[src/rtl/lvds_pkg.sv]
// Shared types and constants for the LVDS word-alignment controller.
package lvds_pkg;

    localparam int LVDS_WORD_W = 8;

    // Training word, LSB received first; all 8 rotations are distinct.
    localparam logic [LVDS_WORD_W-1:0] DEF_TRAIN_PATTERN = 8'h3C;

    typedef enum logic [1:0] {
        HUNT      = 2'd0,
        SLIP_WAIT = 2'd1,
        VERIFY    = 2'd2,
        LOCKED    = 2'd3
    } align_state_t;

endpackage

[src/rtl/lvds_align_ctrl_if.sv]
// Serial input and aligned-word output bundle of the LVDS alignment controller.
interface lvds_align_ctrl_if;
    import lvds_pkg::*;

    logic                   lvds_in;
    logic                   train_en;
    logic [LVDS_WORD_W-1:0] word_out;
    logic                   word_valid;
    logic                   locked;
    logic [2:0]             slip_cnt;
    logic                   align_err;

    modport master (
        output lvds_in, train_en,
        input  word_out, word_valid, locked, slip_cnt, align_err
    );

    modport slave (
        input  lvds_in, train_en,
        output word_out, word_valid, locked, slip_cnt, align_err
    );

endinterface

[src/rtl/lvds_deser_slip.sv]
// LSB-first 8-bit deserializer; a slip pulse freezes the bit counter for one
// edge, moving the word boundary one bit later.
module lvds_deser_slip
    import lvds_pkg::*;
(
    input  logic                   lvds_clk,
    input  logic                   rst_n,
    input  logic                   lvds_in,
    input  logic                   slip,
    output logic [LVDS_WORD_W-1:0] word_raw,
    output logic                   word_stb
);

    logic [LVDS_WORD_W-1:0] shift_reg;
    logic [LVDS_WORD_W-1:0] shift_nxt;
    logic [2:0]             bit_cnt;
    logic [2:0]             bit_cnt_nxt;
    logic                   capture;

    assign shift_nxt   = {lvds_in, shift_reg[LVDS_WORD_W-1:1]};
    assign bit_cnt_nxt = slip ? bit_cnt : bit_cnt + 3'd1;
    // Counter leaves reset at 7, so it reaches 7 again on the 8th edge.
    assign capture     = !slip && (bit_cnt_nxt == 3'd7);

    // NOTE: sequential state uses non-blocking assignments so every register
    // samples pre-edge values regardless of statement order.
    always_ff @(posedge lvds_clk or negedge rst_n) begin
        if (!rst_n) begin
            shift_reg <= '0;
            bit_cnt   <= 3'd7;
            word_raw  <= '0;
            word_stb  <= 1'b0;
        end else begin
            shift_reg <= shift_nxt;
            bit_cnt   <= bit_cnt_nxt;
            word_stb  <= capture;
            if (capture) word_raw <= shift_nxt;
        end
    end

endmodule

[src/rtl/lvds_align_ctrl.sv]
// Word-alignment controller: hunts for the training word by bit-slipping,
// verifies lock over several words, then monitors it while passing data on.
module lvds_align_ctrl
    import lvds_pkg::*;
#(
    parameter logic [LVDS_WORD_W-1:0] TRAIN_PATTERN = DEF_TRAIN_PATTERN,
    parameter int unsigned            VERIFY_CNT    = 4,
    parameter int unsigned            LOSS_CNT      = 3
) (
    input logic              lvds_clk,
    input logic              rst_n,
    lvds_align_ctrl_if.slave bus
);

    localparam logic [3:0] VERIFY_LIM = 4'(VERIFY_CNT);
    localparam logic [3:0] LOSS_LIM   = 4'(LOSS_CNT);

    align_state_t           state, state_nxt;
    logic [3:0]             match_cnt, match_nxt;
    logic [3:0]             miss_cnt, miss_nxt;
    logic [2:0]             fail_cnt, fail_nxt;
    logic [2:0]             slip_cnt, slip_cnt_nxt;
    logic                   slip, slip_nxt;
    logic                   align_err, err_nxt;
    logic [LVDS_WORD_W-1:0] word_out, word_nxt;
    logic                   word_valid, valid_nxt;
    logic [LVDS_WORD_W-1:0] word_raw;
    logic                   word_stb;
    logic                   match;

    lvds_deser_slip u_deser (
        .lvds_clk (lvds_clk),
        .rst_n    (rst_n),
        .lvds_in  (bus.lvds_in),
        .slip     (slip),
        .word_raw (word_raw),
        .word_stb (word_stb)
    );

    assign match = (word_raw == TRAIN_PATTERN);

    // NOTE: every output of this block gets a default first, so no path
    // through the case can leave a value unassigned and infer a latch.
    always_comb begin
        state_nxt    = state;
        match_nxt    = match_cnt;
        miss_nxt     = miss_cnt;
        fail_nxt     = fail_cnt;
        slip_cnt_nxt = slip_cnt;
        slip_nxt     = 1'b0;
        err_nxt      = 1'b0;
        word_nxt     = word_out;
        valid_nxt    = 1'b0;
        if (word_stb) begin
            unique case (state)
                HUNT: if (bus.train_en) begin
                    if (match) begin
                        state_nxt = (VERIFY_LIM == 4'd1) ? LOCKED : VERIFY;
                        match_nxt = 4'd1;
                    end else begin
                        state_nxt    = SLIP_WAIT;
                        slip_nxt     = 1'b1;
                        slip_cnt_nxt = slip_cnt + 3'd1;
                        // Eighth consecutive failed hunt flags an alignment error.
                        err_nxt      = (fail_cnt == 3'd7);
                        fail_nxt     = fail_cnt + 3'd1;
                    end
                end
                SLIP_WAIT: state_nxt = HUNT;
                VERIFY: if (bus.train_en) begin
                    if (match) begin
                        match_nxt = match_cnt + 4'd1;
                        if (match_cnt + 4'd1 == VERIFY_LIM) begin
                            state_nxt = LOCKED;
                            fail_nxt  = 3'd0;
                            miss_nxt  = 4'd0;
                        end
                    end else begin
                        state_nxt    = SLIP_WAIT;
                        slip_nxt     = 1'b1;
                        slip_cnt_nxt = slip_cnt + 3'd1;
                    end
                end
                LOCKED: begin
                    word_nxt  = word_raw;
                    valid_nxt = 1'b1;
                    if (bus.train_en) begin
                        if (match) begin
                            miss_nxt = 4'd0;
                        end else if (miss_cnt + 4'd1 == LOSS_LIM) begin
                            state_nxt = HUNT;
                            miss_nxt  = 4'd0;
                            word_nxt  = word_out;
                            valid_nxt = 1'b0;
                        end else begin
                            miss_nxt = miss_cnt + 4'd1;
                        end
                    end
                end
            endcase
        end
    end

    always_ff @(posedge lvds_clk or negedge rst_n) begin
        if (!rst_n) begin
            state      <= HUNT;
            match_cnt  <= 4'd0;
            miss_cnt   <= 4'd0;
            fail_cnt   <= 3'd0;
            slip_cnt   <= 3'd0;
            slip       <= 1'b0;
            align_err  <= 1'b0;
            word_out   <= '0;
            word_valid <= 1'b0;
        end else begin
            state      <= state_nxt;
            match_cnt  <= match_nxt;
            miss_cnt   <= miss_nxt;
            fail_cnt   <= fail_nxt;
            slip_cnt   <= slip_cnt_nxt;
            slip       <= slip_nxt;
            align_err  <= err_nxt;
            word_out   <= word_nxt;
            word_valid <= valid_nxt;
        end
    end

    assign bus.word_out   = word_out;
    assign bus.word_valid = word_valid;
    assign bus.locked     = (state == LOCKED);
    assign bus.slip_cnt   = slip_cnt;
    assign bus.align_err  = align_err;

endmodule

[src/flat_wrapper.sv]
// flat-port wrapper written by rule: the top's interface ports become plain ports
module lvds_align_ctrl_flat import lvds_pkg::*;
#(
    parameter logic [LVDS_WORD_W-1:0] TRAIN_PATTERN = DEF_TRAIN_PATTERN,
    parameter int unsigned            VERIFY_CNT    = 4,
    parameter int unsigned            LOSS_CNT      = 3
)
  (lvds_clk, rst_n, bus_lvds_in, bus_train_en, bus_word_out, bus_word_valid, bus_locked, bus_slip_cnt, bus_align_err);
  lvds_align_ctrl_if bus_i ();
  input logic lvds_clk;
  input logic rst_n;
  input wire logic [$bits(bus_i.lvds_in)-1:0] bus_lvds_in;
  input wire logic [$bits(bus_i.train_en)-1:0] bus_train_en;
  output wire logic [$bits(bus_i.word_out)-1:0] bus_word_out;
  output wire logic [$bits(bus_i.word_valid)-1:0] bus_word_valid;
  output wire logic [$bits(bus_i.locked)-1:0] bus_locked;
  output wire logic [$bits(bus_i.slip_cnt)-1:0] bus_slip_cnt;
  output wire logic [$bits(bus_i.align_err)-1:0] bus_align_err;
  assign bus_i.lvds_in = bus_lvds_in;
  assign bus_i.train_en = bus_train_en;
  assign bus_word_out = bus_i.word_out;
  assign bus_word_valid = bus_i.word_valid;
  assign bus_locked = bus_i.locked;
  assign bus_slip_cnt = bus_i.slip_cnt;
  assign bus_align_err = bus_i.align_err;
  lvds_align_ctrl #(.TRAIN_PATTERN(TRAIN_PATTERN), .VERIFY_CNT(VERIFY_CNT), .LOSS_CNT(LOSS_CNT)) u_core (.lvds_clk(lvds_clk), .rst_n(rst_n), .bus(bus_i));
endmodule
[config.mk]
export PLATFORM = sky130hd
export DESIGN_NAME = lvds_align_ctrl_flat
export DESIGN_NICKNAME = d
export VERILOG_FILES = /design/src/rtl/lvds_pkg.sv /design/src/rtl/lvds_align_ctrl_if.sv /design/src/rtl/lvds_deser_slip.sv /design/src/rtl/lvds_align_ctrl.sv /design/src/flat_wrapper.sv
export SDC_FILE = /design/constraint.sdc
export NUM_CORES = 1
export LEC_CHECK = 0
export CORE_ASPECT_RATIO = 0.5
export CORE_UTILIZATION = 45
export CTS_BUF_LIST = sky130_fd_sc_hd__clkbuf_8 sky130_fd_sc_hd__clkbuf_16
export CTS_CLUSTER_SIZE = 16
export DETAILED_ROUTE_END_ITERATION = 12
export PLACE_DENSITY = 0.7
export SETUP_SLACK_MARGIN = 0.1
export SYNTH_ARGS = -nofsm -noshare
export SYNTH_HDL_FRONTEND = slang
export SYNTH_SLANG_ARGS = --single-unit
[constraint.sdc]
create_clock -name lvds_clk -period 1.82 [get_ports lvds_clk]
set_input_delay 0.273 -clock lvds_clk [delete_from_list [all_inputs] [get_ports lvds_clk]]
set_output_delay 0.273 -clock lvds_clk [all_outputs]
set_load 0.02 [all_outputs]
==> results.json, run 1 <==
{
  "antenna_cells": 0,
  "dp.final_hpwl_um": 2790,
  "crit_fanout": 5,
  "final_common_cell": "dfrtp_1",
  "leakage_nw": 1.21,
  "grt_overflow": 0,
  "cts.htree.levels": 2,
  "initial_core_util": 0.471,
  "syn_to_final_growth_pct": 33.8,
  "fin_skew_ns": 0.00878,
  "drv_slew": 0,
  "firstDrtPassIters": 9,
  "syn-instance-count": 165,
  "power_density_nw_per_um2": 1580,
  "routedWlPerCell_um": 15.4,
  "synth_area_um2": 2070,
  "grtUsageTotal": 0.187,
  "worst-slew-pin-transition_ns": 0.555,
  "r2r-start": "u_core.u_deser.bit_cnt[1]$_DFF_PN1_",
  "ys_ff_latch": 46,
  "numPortBuffers": 17,
  "fin_area_um2": 2770,
  "drtAntennaViolNets": 0,
  "r2r_end": "u_core.u_deser.word_raw[2]$_DFFE_PN0P_",
  "required_ns": 2.00,
  "period_share": 1.01,
  "io-pin-count": 18,
  "max_clock_freq_mhz": 544,
  "cp_slowest_cell": "dfstp_2",
  "synth_cell_types": 49,
  "drc_errors": 1,
  "clkSinkCount": 46,
  "reg2reg_slack_ns": -0.02,
  "die_w_um": 98.0,
  "max_stage_delay_ns": 0.56,
  "ir_drop_v": 0.000795,
  "failed_checks": "DRC, setup timing",
  "setup_ws_ns": -0.0174,
  "grt_max_degree": 25,
  "syn_area_per_cell_um2": 12.6,
  "finalSetupTns_ns": -0.0482,
  "critPathKind": "reg -> reg",
  "period_minus_slack_ns": 1.84,
  "die_area_um2": 4900,
  "yosysWarnings": 0,
  "grt_pass1_vias": 1451,
  "nets": 221,
  "most-common-layout-cells": "dfrtp_1 (41), buf_4 (20), clkdlybuf4s50_1 (15), mux2_4 (12), nand2_1 (11)",
  "startpoint_type": "flop",
  "drt_iter0_markers": 57,
  "setup_viol": 5,
  "antenna_found_initial": 0,
  "core_um2": 4400,
  "crit_start": "u_core.u_deser.bit_cnt[1]$_DFF_PN1_",
  "path_cells": "ha_4 > nand2b_4 > xnor2_4 > nor3b_4 > buf_6 > mux2_4",
  "cp.arrival_ns": 2.02,
  "viasPerCell": 5.46,
  "wirelength_um": 4120,
  "final_core_util": 0.630,
  "hp-class": "reg -> reg",
  "clk_latency_ns": 0.30,
  "drive_gt1_frac": 0.355,
  "yosysSeqAreaShare": 0.557,
  "status": "finished with violations",
  "clk_pin_slew_worst_paths_ns": 0.08,
  "rsz0062_at_grt": "yes",
  "hold_ws_ns": 0.381,
  "finalHoldViolCount": 0,
  "synth_nets": 176,
  "clock_path_buffers": 2,
  "drv_cap": 0,
  "cts-root-buf": "clkbuf_8",
  "gp_congestion": 0.859,
  "max_slew_margin": 0.630,
  "synth_flop_cell": "dfrtp_1",
  "synth-edff-count": 0,
  "ff2ff_path_depth": 6,
  "die_h_um": 50.0,
  "crit_path_end_kind": "flop",
  "cts_tree": "built",
  "row_count": 17,
  "crit_end": "u_core.u_deser.word_raw[2]$_DFFE_PN0P_",
  "synthArstFlopShare": 1.00,
  "grt_pass1_wl_um": 6910,
  "dpl-instance-area_um2": 2420,
  "routed-via-count": 1462,
  "cts_inserted_buffers": 5
}
==> per-layer routing <==
metal	vias up	part of all wire	track usage
met5	-	0	0
met1	741	0.49	0.245
met2	19	0.47	0.297
met3	4	0.032	0.0525
met4	0	0.0087	0.0707
li1	698	-	-
==> cell families (layout without fill, tap and decap cells) <==
family / after synthesis / in the layout / share of synthesized area
AOI/OAI and AO/OA: 42 / 42 / 0.154
xor gates and xnor gates: 5 / 5 / 0.0211
adders and majority gates: 7 / 7 / 0.0422
buffers and inverters: 11 / 57 / 0.0247
DFF: 46 / 46 / 0.557
muxes: 13 / 13 / 0.0706
and+or+nand+nor: 41 / 41 / 0.130
==> cell type report <==
type | instances | area [um^2]
tap | 57 | 71.3
timing repair buffer | 43 | 393
clock buffer | 5 | 68.8
multi-input combinational | 108 | 1020
inverter | 6 | 22.5
clock inverter | 3 | 45.0
fill | 331 | 1630
sequential | 46 | 1160
==> repair_timing <==
item	CTS	global route
resized for setup	19	19
cloned	1	0
hold buffers	1	0
endpoints found under the hold margin	22	0
endpoints found under the setup margin	20	26
setup buffers	4	5
pin swaps	3	4
==> how the worst min path moves through the flow <==
stage	slack (ns)	start	to	cells past startpoint
2_1_floorplan	-0.02	rst_n	u_core.bus.align_err$_DFF_PN0_	0
3_3_place_gp	0.28	rst_n	u_core.match_cnt[1]$_DFFE_PN0P_	1
3_5_place_dp	0.29	rst_n	u_core.match_cnt[1]$_DFFE_PN0P_	1
4_1_cts	0.38	u_core.u_deser.shift_reg[4]$_DFF_PN0_	u_core.u_deser.shift_reg[3]$_DFF_PN0_	0
5_1_grt	0.39	u_core.u_deser.shift_reg[4]$_DFF_PN0_	u_core.u_deser.shift_reg[3]$_DFF_PN0_	0
6_report	0.38	u_core.u_deser.shift_reg[4]$_DFF_PN0_	u_core.u_deser.shift_reg[3]$_DFF_PN0_	0
==> critical path: cells and delay by family (launching register included) <==
kind / cells / cell delay [ns]
XOR/XNOR: 1 / 0.17
adder cells (fa/ha/maj): 1 / 0.14
AND/OR/NAND/NOR: 2 / 0.37
buffers and inverters: 1 / 0.18
flip-flops: 1 / 0.56
multiplexers: 1 / 0.30
==> stage by stage <==
stage          cells  total power [W]  setup slack, ns
2_1_floorplan    165          0.00253           0.0890
4_1_cts          263          0.00416          0.00281
6_report         268          0.00438          -0.0174
5_1_grt          268          0.00463          -0.0718
3_5_place_dp     249          0.00311           -0.105
3_3_place_gp     249          0.00306          -0.0944
==> power breakdown <==
part           internal [W]  switching (W)
registers           0.00138       0.000322
clock network      0.000409       0.000351
logic               0.00110       0.000816
total               0.00289        0.00149
==> Yosys cell counts, types with 3 or more instances <==
master,number,share of area
a32o_1,4,0.019
a22oi_1,4,0.014
xnor2_1,4,0.017
o21ai_0,11,0.027
inv_1,6,0.011
nand2_1,11,0.020
nand2b_1,3,0.0091
dfrtp_1,43,0.52
a21oi_1,4,0.0097
dfstp_2,3,0.038
ha_1,7,0.042
mux2_2,13,0.071
nor2_1,5,0.0091
Note: power is estimated with default switching activity, not from simulation.
==> run 2: changes to the inputs <==
--- a/config.mk
+++ b/config.mk
@@ -10,7 +10,7 @@
 export CTS_BUF_LIST = sky130_fd_sc_hd__clkbuf_8 sky130_fd_sc_hd__clkbuf_16
 export CTS_CLUSTER_SIZE = 16
 export DETAILED_ROUTE_END_ITERATION = 12
-export PLACE_DENSITY = 0.7
+export PLACE_DENSITY = 0.68
 export SETUP_SLACK_MARGIN = 0.1
 export SYNTH_ARGS = -nofsm -noshare
 export SYNTH_HDL_FRONTEND = slang
==> constraint.sdc (replaced) <==
create_clock -name lvds_clk -period 2.1 [get_ports lvds_clk]
set_input_delay 0.315 -clock lvds_clk [delete_from_list [all_inputs] [get_ports lvds_clk]]
set_output_delay 0.315 -clock lvds_clk [all_outputs]
set_load 0.02 [all_outputs]
==> run 2 against run 1 <==
The flow finishes with violations (DRC); sequential power down 12%; cell count fell by 7.8%; worst hold slack lost 0.0078 ns; cell area down 12%; count of clock-buffer cells in the layout stayed put; setup slack gained 0.20 ns; non-clock buffer count shrank 21; via count is 4.9% lower; sequential share of layout area rose by 5.8 points; core utilization decreased by 7.6 points; clock power fell by 35%; global-route usage fell by 1.3 points; largest cell class unchanged.
==> results.json, run 2 (same netlist as run 1, synthesis figures left out) <==
{
  "status": "finished with violations",
  "failed_checks": "DRC",
  "crit_path_end_kind": "flop",
  "hp-class": "reg -> reg",
  "post-place-ws_ns": 0.0557,
  "drt_iter0_markers": 101,
  "cp_slowest_cell": "or3b_1",
  "cts-root-buf": "clkbuf_8",
  "initial_core_util": 0.471,
  "syn_to_final_growth_pct": 17.7,
  "grt_pass1_vias": 1329,
  "cts_inserted_buffers": 5,
  "die_h_um": 50.0,
  "crit_fanout": 6,
  "grtUsageTotal": 0.173,
  "most-common-layout-cells": "dfrtp_1 (40), clkdlybuf4s50_1 (16), mux2_2 (13), nand2_1 (11), o21ai_0 (11)",
  "final_core_util": 0.554,
  "drtAntennaViolNets": 0,
  "required_ns": 2.28,
  "die_area_um2": 4900,
  "clkSinkCount": 46,
  "fin_skew_ns": 0.00627,
  "clock_path_buffers": 2,
  "grt_pass1_wl_um": 6490,
  "rsz0062_at_grt": "no",
  "period_share": 0.913,
  "period_minus_slack_ns": 1.92,
  "final_common_cell": "dfrtp_1",
  "fillers": 370,
  "viasPerCell": 5.63,
  "cts_tree": "built",
  "drive_gt1_frac": 0.226,
  "setup_viol": 0,
  "dp.final_hpwl_um": 2610,
  "firstDrtPassIters": 8,
  "nets": 200,
  "setup_ws_ns": 0.183,
  "cp.arrival_ns": 2.10,
  "clk_latency_ns": 0.29,
  "hold_ws_ns": 0.374,
  "worst-slew-pin-transition_ns": 0.476,
  "numPortBuffers": 17,
  "drv_cap": 0,
  "gp_congestion": 0.880,
  "antenna_found_initial": 0,
  "clk_pin_slew_worst_paths_ns": 0.08,
  "path_cells": "ha_2 > and2_1 > a211oi_4 > or3b_1 > a32o_1",
  "p_total_w": 0.00312,
  "grt_max_degree": 47,
  "ir_drop_v": 0.000632,
  "drv_slew": 0,
  "critPathKind": "reg -> reg",
  "leakage_nw": 1.02,
  "io-pin-count": 18,
  "max_clock_freq_mhz": 522,
  "startpoint_type": "flop",
  "grt_overflow": 0,
  "finalSetupTns_ns": 0,
  "drc_errors": 1,
  "max_slew_margin": 0.678,
  "row_count": 17,
  "max_stage_delay_ns": 0.48,
  "routed-via-count": 1390,
  "cts.htree.levels": 2,
  "finalHoldViolCount": 0,
  "antenna_cells": 0,
  "die_w_um": 98.0,
  "power_density_nw_per_um2": 1280,
  "routedWlPerCell_um": 15.0,
  "core_um2": 4400,
  "wirelength_um": 3710
}
==> run 2: repair_timing <==
item / 4_1_cts / 5_1_grt
hold buffers: 1 / 0
buffers inserted: 0 / 0
resized for setup: 0 / 8
endpoints found under the setup margin: 0 / 10
hold endpoints to repair: 14 / 0
==> run 2: final timing paths <==
path / from / slack (ns) / cells after the start / end
max in group asynchronous: rst_n / 1.31 / 3 / u_core.u_deser.bit_cnt[1]$_DFF_PN1_
min in group asynchronous: rst_n / 0.52 / 3 / u_core.match_cnt[1]$_DFFE_PN0P_
setup / recovery: u_core.miss_cnt[1]$_DFFE_PN0P_ / 0.18 / 5 / u_core.bus.word_out[7]$_DFFE_PN0P_
hold reg to reg: u_core.u_deser.shift_reg[5]$_DFF_PN0_ / 0.37 / 0 / u_core.u_deser.shift_reg[4]$_DFF_PN0_
hold / removal: u_core.u_deser.shift_reg[5]$_DFF_PN0_ / 0.37 / 0 / u_core.u_deser.shift_reg[4]$_DFF_PN0_
setup reg to reg: u_core.miss_cnt[1]$_DFFE_PN0P_ / 0.18 / 5 / u_core.bus.word_out[7]$_DFFE_PN0P_
==> run 2: where the power goes <==
part	switching, W	total (W)	internal, W
Clock	0.000272	0.000494	0.000222
Sequential	0.000304	0.00150	0.00120
Combinational	0.000516	0.00112	0.000605
Total	0.00109	0.00312	0.00203
==> run 2: metal layers <==
metal,up-vias,track usage,wire [um]
li1,656,-,-
met2,42,0.250,1690
met3,3,0.0496,212
met5,-,0,0
met4,0,0.0631,17
met1,689,0.248,1790
==> run 2: worst max-delay path: cells and delay by family (launching register included) <==
family,cells,cell delay [ns]
AO/OA/AOI/OAI,2,0.40
adder cells (fa/ha/maj),1,0.28
flip-flops,1,0.46
AND/OR/NAND/NOR,2,0.67
==> run 2: area by class of cell <==
class | count | area [um^2] | area share
clock buffer | 5 | 68.8 | 0.0282
clock inverter | 3 | 11.3 | 0.00462
inverter | 6 | 22.5 | 0.00923
multi-input combinational | 108 | 890 | 0.365
sequential | 46 | 1160 | 0.475
tap | 57 | 71.3 | 0.0292
timing repair buffer | 22 | 218 | 0.0892
==> run 2: stage by stage <==
step | instances | area (um^2)
final | 247 | 2440
after floorplan | 165 | 2070
after global routing | 247 | 2440
after detailed placement | 238 | 2320
after global placement | 238 | 2320
after CTS | 247 | 2410
